### config.mk
export PLATFORM = sky130hd
export DESIGN_NAME = adc_frame_serializer
export DESIGN_NICKNAME = d
export VERILOG_FILES = /design/src/rtl/adc_frame_pkg.sv /design/src/rtl/adc_in_sync.sv /design/src/rtl/adc_frame_serializer.sv
export SDC_FILE = /design/constraint.sdc
export NUM_CORES = 1
export LEC_CHECK = 0
export CAP_MARGIN = 20
export CORE_MARGIN = 1.5
export CORE_UTILIZATION = 45
export DETAILED_ROUTE_END_ITERATION = 16
export GPL_ROUTABILITY_DRIVEN = 0
export HOLD_SLACK_MARGIN = 0.15
export PLACE_DENSITY = 0.71
export SLEW_MARGIN = 20
export SYNTH_ARGS = -nofsm -noshare
export SYNTH_HDL_FRONTEND = slang
export SYNTH_HIERARCHICAL = 1
export SYNTH_SLANG_ARGS = --single-unit
### constraint.sdc
create_clock -name clk -period 7 [get_ports clk]
set_input_delay 1.4 -clock clk [delete_from_list [all_inputs] [get_ports clk]]
set_output_delay 1.4 -clock clk [all_outputs]
set_load 0.005 [all_outputs]
### src/rtl/adc_frame_pkg.sv
// Shared constants and FSM state types for the AD7768-4 frame serializer.
// Imported by adc_in_sync and adc_frame_serializer.
package adc_frame_pkg;

  localparam int CH_BITS_DEF = 32;
  localparam int N_CH_DEF    = 4;
  localparam int HDR_BITS    = 8;
  localparam int FRAME_BITS  = CH_BITS_DEF * N_CH_DEF;

  typedef enum logic {
    C_IDLE,
    C_SHIFT
  } cap_state_t;

  typedef enum logic {
    S_IDLE,
    S_EMIT
  } ser_state_t;

endpackage

### src/rtl/adc_in_sync.sv
// Parameterized 2-flop synchronizer with optional edge-pulse output.
// Ports: clk, rst (sync, active-high), d (async in), q (synced level,
// or one-cycle edge pulses when EDGES=1; FALL_MASK bit picks falling).
import adc_frame_pkg::*;

module adc_in_sync #(
  parameter int             W         = 1,
  parameter bit             EDGES     = 1'b0,
  parameter logic [W-1:0]   FALL_MASK = '0
) (
  input  logic         clk,
  input  logic         rst,
  input  logic [W-1:0] d,
  output logic [W-1:0] q
);

  logic [W-1:0] s1;
  logic [W-1:0] s2;

  always_ff @(posedge clk) begin
    if (rst) begin
      s1 <= '0;
      s2 <= '0;
    end else begin
      s1 <= d;
      s2 <= s1;
    end
  end

  if (EDGES) begin : g_edge
    logic [W-1:0] s3;

    always_ff @(posedge clk) begin
      if (rst) s3 <= '0;
      else     s3 <= s2;
    end

    // Reset value 0 means a line idling high never fakes a falling edge.
    assign q = (FALL_MASK & s3 & ~s2) |
               (~FALL_MASK & s2 & ~s3);
  end else begin : g_lvl
    assign q = s2;
  end

endmodule

### src/rtl/adc_frame_serializer.sv
// Captures one AD7768-4 frame (4 serial channels) and re-emits it as a
// 1-bit stream with per-bit FIFO write strobe; double-buffered.
// Ports: clk, rst, adc_dclk, adc_n_drdy, adc_ch0..3, acq_en, fifo_full,
// data_out, fifo_wr_en, frame_drop_cnt, sync_err.
// Option: ADC_FRAME_HEADER_STRIP_EN drops the 8 header MSBs per channel.
import adc_frame_pkg::*;

module adc_frame_serializer #(
  parameter int CH_BITS = CH_BITS_DEF,
  parameter int N_CH    = N_CH_DEF,
  parameter int CNT_W   = 16
) (
  input  logic             clk,
  input  logic             rst,
  input  logic             adc_dclk,
  input  logic             adc_n_drdy,
  input  logic             adc_ch0,
  input  logic             adc_ch1,
  input  logic             adc_ch2,
  input  logic             adc_ch3,
  input  logic             acq_en,
  input  logic             fifo_full,
  output logic             data_out,
  output logic             fifo_wr_en,
  output logic [CNT_W-1:0] frame_drop_cnt,
  output logic             sync_err
);

`ifdef ADC_FRAME_HEADER_STRIP_EN
  localparam int OB = CH_BITS - HDR_BITS;
`else
  localparam int OB = CH_BITS;
`endif
  localparam int OUT_BITS = OB * N_CH;
  localparam int BW       = $clog2(CH_BITS + 1);
  localparam int EW       = $clog2(OUT_BITS + 1);

  logic [1:0]      ev;
  logic            dclk_rise;
  logic            drdy_fall;
  logic [N_CH-1:0] din;

  adc_in_sync #(
    .W         (2),
    .EDGES     (1'b1),
    .FALL_MASK (2'b01)
  ) u_ctl (
    .clk (clk),
    .rst (rst),
    .d   ({adc_dclk, adc_n_drdy}),
    .q   (ev)
  );

  assign dclk_rise = ev[1];
  assign drdy_fall = ev[0];

  adc_in_sync #(
    .W     (N_CH),
    .EDGES (1'b0)
  ) u_dat (
    .clk (clk),
    .rst (rst),
    .d   ({adc_ch3, adc_ch2, adc_ch1, adc_ch0}),
    .q   (din)
  );

  // Capture side
  cap_state_t     c_state;
  cap_state_t     c_next;
  logic [BW-1:0]  bit_cnt;
  logic [OB-1:0]  sh [N_CH];
  logic           cap_clr;
  logic           cap_shift;
  logic           cap_done;
  logic           cap_err;
  logic           done_q;

  always_comb begin
    c_next    = c_state;
    cap_clr   = 1'b0;
    cap_shift = 1'b0;
    cap_done  = 1'b0;
    cap_err   = 1'b0;
    unique case (c_state)
      C_IDLE: begin
        if (drdy_fall) begin
          cap_clr = 1'b1;
          c_next  = C_SHIFT;
        end
      end
      C_SHIFT: begin
        if (drdy_fall) begin
          cap_clr = 1'b1;
          cap_err = 1'b1;
        end else if (dclk_rise) begin
          cap_shift = 1'b1;
          if (bit_cnt == BW'(CH_BITS - 1)) begin
            cap_done = 1'b1;
            c_next   = C_IDLE;
          end
        end
      end
      default: c_next = C_IDLE;
    endcase
  end

  // With header strip the registers are only OB wide, so the header
  // bits simply fall off the top as the data bits shift in.
  always_ff @(posedge clk) begin
    if (rst) begin
      c_state  <= C_IDLE;
      bit_cnt  <= '0;
      done_q   <= 1'b0;
      sync_err <= 1'b0;
      for (int i = 0; i < N_CH; i++) sh[i] <= '0;
    end else begin
      c_state <= c_next;
      done_q  <= cap_done;
      if (cap_err) sync_err <= 1'b1;
      if (cap_clr)        bit_cnt <= '0;
      else if (cap_shift) bit_cnt <= bit_cnt + 1'b1;
      if (cap_shift)
        for (int i = 0; i < N_CH; i++)
          sh[i] <= {sh[i][OB-2:0], din[i]};
    end
  end

  // Handoff / serializer side
  ser_state_t          s_state;
  ser_state_t          s_next;
  logic [OUT_BITS-1:0] out_sh;
  logic [OUT_BITS-1:0] frame;
  logic [EW-1:0]       e_cnt;
  logic                ser_last;
  logic                busy;
  logic                accept;
  logic                drop;

  assign ser_last = (s_state == S_EMIT) &&
                    (e_cnt == EW'(OUT_BITS - 1));
  // Emitting the last bit frees the shifter for a back-to-back frame.
  assign busy     = (s_state == S_EMIT) && !ser_last;
  assign accept   = done_q && acq_en && !fifo_full && !busy;
  assign drop     = done_q && acq_en && (fifo_full || busy);

  always_comb begin
    frame = '0;
    for (int i = 0; i < N_CH; i++)
      frame[(N_CH-1-i)*OB +: OB] = sh[i];
  end

  always_comb begin
    s_next = s_state;
    unique case (s_state)
      S_IDLE: if (accept) s_next = S_EMIT;
      S_EMIT: if (ser_last && !accept) s_next = S_IDLE;
      default: s_next = S_IDLE;
    endcase
  end

  always_ff @(posedge clk) begin
    if (rst) begin
      s_state <= S_IDLE;
      out_sh  <= '0;
      e_cnt   <= '0;
    end else begin
      s_state <= s_next;
      if (accept) begin
        out_sh <= frame;
        e_cnt  <= '0;
      end else if (s_state == S_EMIT) begin
        out_sh <= out_sh << 1;
        e_cnt  <= e_cnt + 1'b1;
      end
    end
  end

  always_ff @(posedge clk) begin
    if (rst)
      frame_drop_cnt <= '0;
    else if (drop && (frame_drop_cnt != '1))
      frame_drop_cnt <= frame_drop_cnt + 1'b1;
  end

  assign fifo_wr_en = (s_state == S_EMIT);
  assign data_out   = fifo_wr_en & out_sh[OUT_BITS-1];

endmodule
**Word level (Yosys, flattened, before mapping)**

Memories as Yosys holds them, arrays and structs flattened.
Index checks and enable logic that the tools add are counted.
W data, S select, Z words.

- Flip-flop bits (word level): 176
- RAM bits: 128
- Input bits: 10
- Memories kept: 1

Memories:

| name | words | width | rd ports | clocked after memory_dff | wr ports | RTL line | text |
|---|---|---|---|---|---|---|---|
| sh | 4 | 32 | 4 | 0 | 4 | adc_frame_serializer.sv:71 | `logic [OB-1:0] sh [N_CH];` |

- $add $sub $neg: 3
- Eq/ne operators: 3
- Muxes and demuxes: 24
- Bitwise operators: 13
- Reductions and logical operators: 17

Operator list:

| kind | number |
|---|---|
| $mux W128 | 2 |
| $mux W32 | 4 |
| $add A16 B1 Y16 const B | 1 |
| $mux W1 | 16 |
| $ne A16 B16 Y1 const B | 1 |
| $add A8 B1 Y8 const B | 1 |
| $eq A8 B7 Y1 const B | 1 |
| $logic_and A1 B1 Y1 | 8 |
| $add A6 B1 Y6 const B | 1 |
| $eq A6 B5 Y1 const B | 1 |
| $logic_not A1 Y1 | 4 |
| $not A2 Y2 | 2 |
| $or A1 B1 Y1 | 4 |
| $pmux W1 S2 | 2 |
| $reduce_or A2 Y1 | 2 |
| $reduce_or A4 Y1 | 1 |
| $not A1 Y1 | 3 |
| $and A1 B2 Y2 | 1 |
| $and A2 B2 Y2 | 1 |
| $or A2 B2 Y2 | 1 |
| $reduce_bool A2 Y1 | 1 |
| $and A1 B1 Y1 | 1 |
| $logic_or A1 B1 Y1 | 1 |

**Depth between registers and ports, before layout**

- Depth after elaboration: 10
- Gate-level depth with buffers: 8

**Cells and area by module**

Netlist, hierarchy kept.

By module, submodules not included:

| module | times used | cells each | area each (µm²) | seq. area each (µm²) |
|---|---|---|---|---|
| adc_frame_serializer | 1 | 1,178 | 12,949.9 | 7,086.8 |
| adc_in_sync at u_dat | 1 | 16 | 210.2 | 160.2 |
| adc_in_sync at u_ctl | 1 | 14 | 172.7 | 120.1 |

**Worst setup path after synthesis**

OpenSTA, ideal clock, no wires.

- Path kind: input -> register
- Start point: input port rst
- End point: memory sh[0][0] (netlist bit), enable pin
- Setup time: 0.509 ns
- Arrival: 5.066 ns
- Data required time: 6.491 ns
- Path slack: 1.424 ns
- Cell stages on the path: 3
- Path buffers: 2
- Path through: clkbuf_1 > clkbuf_1 > nand2b_1

RTL lines:

| what | RTL line | text |
|---|---|---|
| start: declaration | adc_frame_serializer.sv:14 | `input logic rst,` |
| end: declaration | adc_frame_serializer.sv:71 |  |

**Final worst setup path**

- Start point: input port fifo_full
- End point: register out_sh[122]

- Cells in the longest elaborated chain, start to end: 4

RTL lines:

| what | RTL line | text |
|---|---|---|
| start: declaration | adc_frame_serializer.sv:22 | `input logic fifo_full,` |
| $logic_not A1 Y1 * | adc_frame_serializer.sv:143 | `assign accept = done_q && acq_en && !fifo_full && !busy;` |
| $logic_and A1 B1 Y1 * (2 in a row) | adc_frame_serializer.sv:143 |  |
| $mux W128 or $reduce_bool A2 Y1 (tied branches) | n/a |  |
| end signal: assignment | adc_frame_serializer.sv:169 | `out_sh <= frame;` |
| end signal: assignment | adc_frame_serializer.sv:172 | `out_sh <= out_sh << 1;` |
| end: declaration | adc_frame_serializer.sv:131 | `logic [OUT_BITS-1:0] out_sh;` |

Mark *: on every way between the ends. The rest lies on a longest branch, timed or not.
A chain may end at the register's enable or synchronous reset.

==> flow_metrics.py <==
metrics = {
    "sta": {
        "hold_viol": 0,
        "worstMarginPinSlew_ns": 1.04,
        "finClkSkew_ns": 0.00791,
        "slew_headroom_pct": 29.8,
        "max_clock_freq_mhz": 279,
        "min_period_over_period_pct": 51.1,
        "rsz0062_at_grt": "false",
        "drv_slew": 0,
        "tns_ns": 0,
        "finalSetupViolations": 0,
        "hold_ws_ns": 0.435,
        "min_period_ns": 3.58,
    },
    "synth": {
        "yosysSeqAreaShare_pct": 55.3,
        "ys_warn_count": 6,
        "syn_inst": 1208,
        "yosysUniqueCellTypes": 49,
        "synth_top_area_cell": "edfxtp_1",
        "ys_ff_latch": 304,
        "synth_area_leaders": "edfxtp_1 29%, dfxtp_1 26%, mux2i_1 9.7%",
        "synth_top_area_share_pct": 28.8,
        "syn-num-nets": 1221,
        "syn_area_per_cell_sq_um": 11.0,
        "mappedNetlistArea_sq_um": 13300,
    },
    "floorplanning": {
        "num_rows": 62,
        "coreArea_sq_um": 28900,
        "die_x_um": 175,
        "fp.dieArea_sq_um": 30700,
        "fp.dieH_um": 175,
        "io_pins": 29,
        "start_util_pct": 46.1,
    },
    "routing": {
        "drt_iter0_markers": 624,
        "wire_per_inst_um": 15.8,
        "routed_via_density": 5.56,
        "first_pass_iters": 5,
        "ant_nets": 0,
        "vias": 8876,
        "routed_wl_mm": 25.2,
        "drc": 0,
    },
    "final_layout": {
        "final_cell_mix": "175 x dfxtp_1, 142 x a21oi_1, 140 x nand2_1",
        "layout.cells.most_common": "dfxtp_1",
        "synthToLayoutAreaGrowth_pct": 11.1,
        "drive_gt1_share_pct": 7.93,
        "fill_cells": 2567,
        "n_antenna_cell": 0,
        "finalNetCount": 1199,
    },
    "grt": {
        "grt_pass1_vias": 9001,
        "grt_max_degree": 111,
        "antenna_found_initial": 0,
        "grt.overflow.total": 0,
        "grt_pass1_wl_mm": 43.6,
        "grtUsageTotal_pct": 16.6,
    },
    "pwr": {
        "power_per_cell_area_nw_per_um2": 244,
        "power.leakage_nw": 5.07,
        "p_total_mw": 3.61,
        "max-vdd-ir-drop_mv": 0.197,
    },
    "run": {
        "cap_violations": 0,
    },
    "clocking": {
        "cts_setup_buffers": 0,
        "clk_pin_slew_ns": 0.06,
        "cts-htree-levels": 1,
        "clock_sinks": 304,
        "clock_latency_ns": 0.55,
        "cts_hold_buf": 0,
        "cts-root-buf": "clkbuf_16",
        "cts_buffers": 31,
        "cts_tree": "built",
        "cts.repair.resized": 0,
        "clockBufferDepth": 3,
    },
    "critical_path": {
        "cp-start-kind": "input port",
        "end_kind": "register",
        "critPathRequiredTime_ns": 7.47,
        "critPathKind": "in2reg",
        "arrival_ns": 4.05,
        "cp_max_fo": 79,
    },
    "outcome": {
        "run_status": "completed",
    },
    "place": {
        "hpwl_mm": 12.9,
        "io_buffers": 28,
    },
    "min_path": {
        "worstHoldPathType": "reg2reg",
    },
}
-- kinds of logic (layout without fill, tap and decap cells) --
logic type / after synthesis / after routing / synth area share [%]
simple gates: 369 / 369 / 15.0
buf+inv: 99 / 102 / 3.58
flops: 304 / 304 / 55.3
compound gates: 287 / 287 / 14.8
xor+xnor: 11 / 11 / 0.723
fa+ha+maj: 3 / 3 / 0.282
mux: 135 / 135 / 10.3
-- synth_stat cells, drive strengths merged --
cell type  instances
a21o               1
a21oi            142
a2bb2oi          128
and2             130
and2b              1
and3               3
and3b              2
and4               2
buf               39
clkbuf            57
dfxtp            176
edfxtp           128
ha                 3
inv                3
mux2               6
mux2i            129
nand2            140
nand2b             1
nand3              9
nand3b             3
nand4             12
nor2              23
nor2b             21
nor3               3
nor4               7
o211a              1
o21ai              5
o31a               1
o31ai              8
o41ai              1
or2                1
or3                3
or3b               1
or4                7
xnor2              4
xor2               7
-- final cells by class --
cell class                      instances  area [sq um]  area share, %
Sequential cell                       304          7370           49.7
Multi-Input combinational cell        805          5520           37.2
Clock buffer                           46           923           6.23
Tap cell                              384           480           3.24
Timing Repair Buffer                   41           395           2.67
Clock inverter                         12           118          0.794
Inverter                                3          11.3         0.0760
-- power breakdown --
group / switching, mW / leakage (nW) / total [mW] / internal, mW
Combinational: 0.0376 / 1.82 / 0.0492 / 0.0116
Clock: 0.682 / 0.513 / 1.67 / 0.984
Sequential: 0.0213 / 2.74 / 1.90 / 1.88
-- worst paths after layout --
path              slack (ns)  cells past startpoint        start           endpoint
setup / recovery        3.42                      7    fifo_full        out_sh[122]
hold / removal          0.44                      1  u_dat/s1[2]         u_dat/q[2]
setup reg to reg        4.14                      6   fifo_wr_en  frame_drop_cnt[3]
hold reg to reg         0.44                      1  u_dat/s1[2]         u_dat/q[2]
-- per-stage QoR --
stage	instance area, sq um	instances	setup WS (ns)	util (%)
after floorplan	13300	1208	1.42	-
after global placement	13800	1537	2.91	47.6
after detailed placement	13800	1537	2.85	47.6
after CTS	14800	1595	3.42	51.2
after global routing	14800	1595	3.21	51.2
final	14800	1595	3.42	51.2
-- routing by layer --
layer	up-vias	track usage, %	part of all wire, %
li1	4311	-	-
met4	0	3.38	1.3
met3	30	2.48	3.0
met1	4434	22.4	49
met5	-	0	0
met2	101	28.5	47
-- flip-flops by register name (all words and copies together), names as in the netlist --
name / flops
done_q: 1
bit_cnt: 6
u_dat/s1: 4
sh: 128
e_cnt: 8
u_ctl/s1: 2
c_state: 1
out_sh: 128
u_dat/q: 4
fifo_wr_en: 1
u_ctl/s2: 2
frame_drop_cnt: 16
u_ctl/g_edge.s3: 2
sync_err: 1
-- worst max-delay path, cell delays in order --
cell,delay (ns)
clkdlybuf4s50_1,0.49
nand3b_1,0.26
nor3_2,0.20
buf_4,0.74
buf_4,0.61
a2bb2oi_1,0.15
a21oi_1,0.15
No activity file was read; power rests on OpenSTA's default activity.
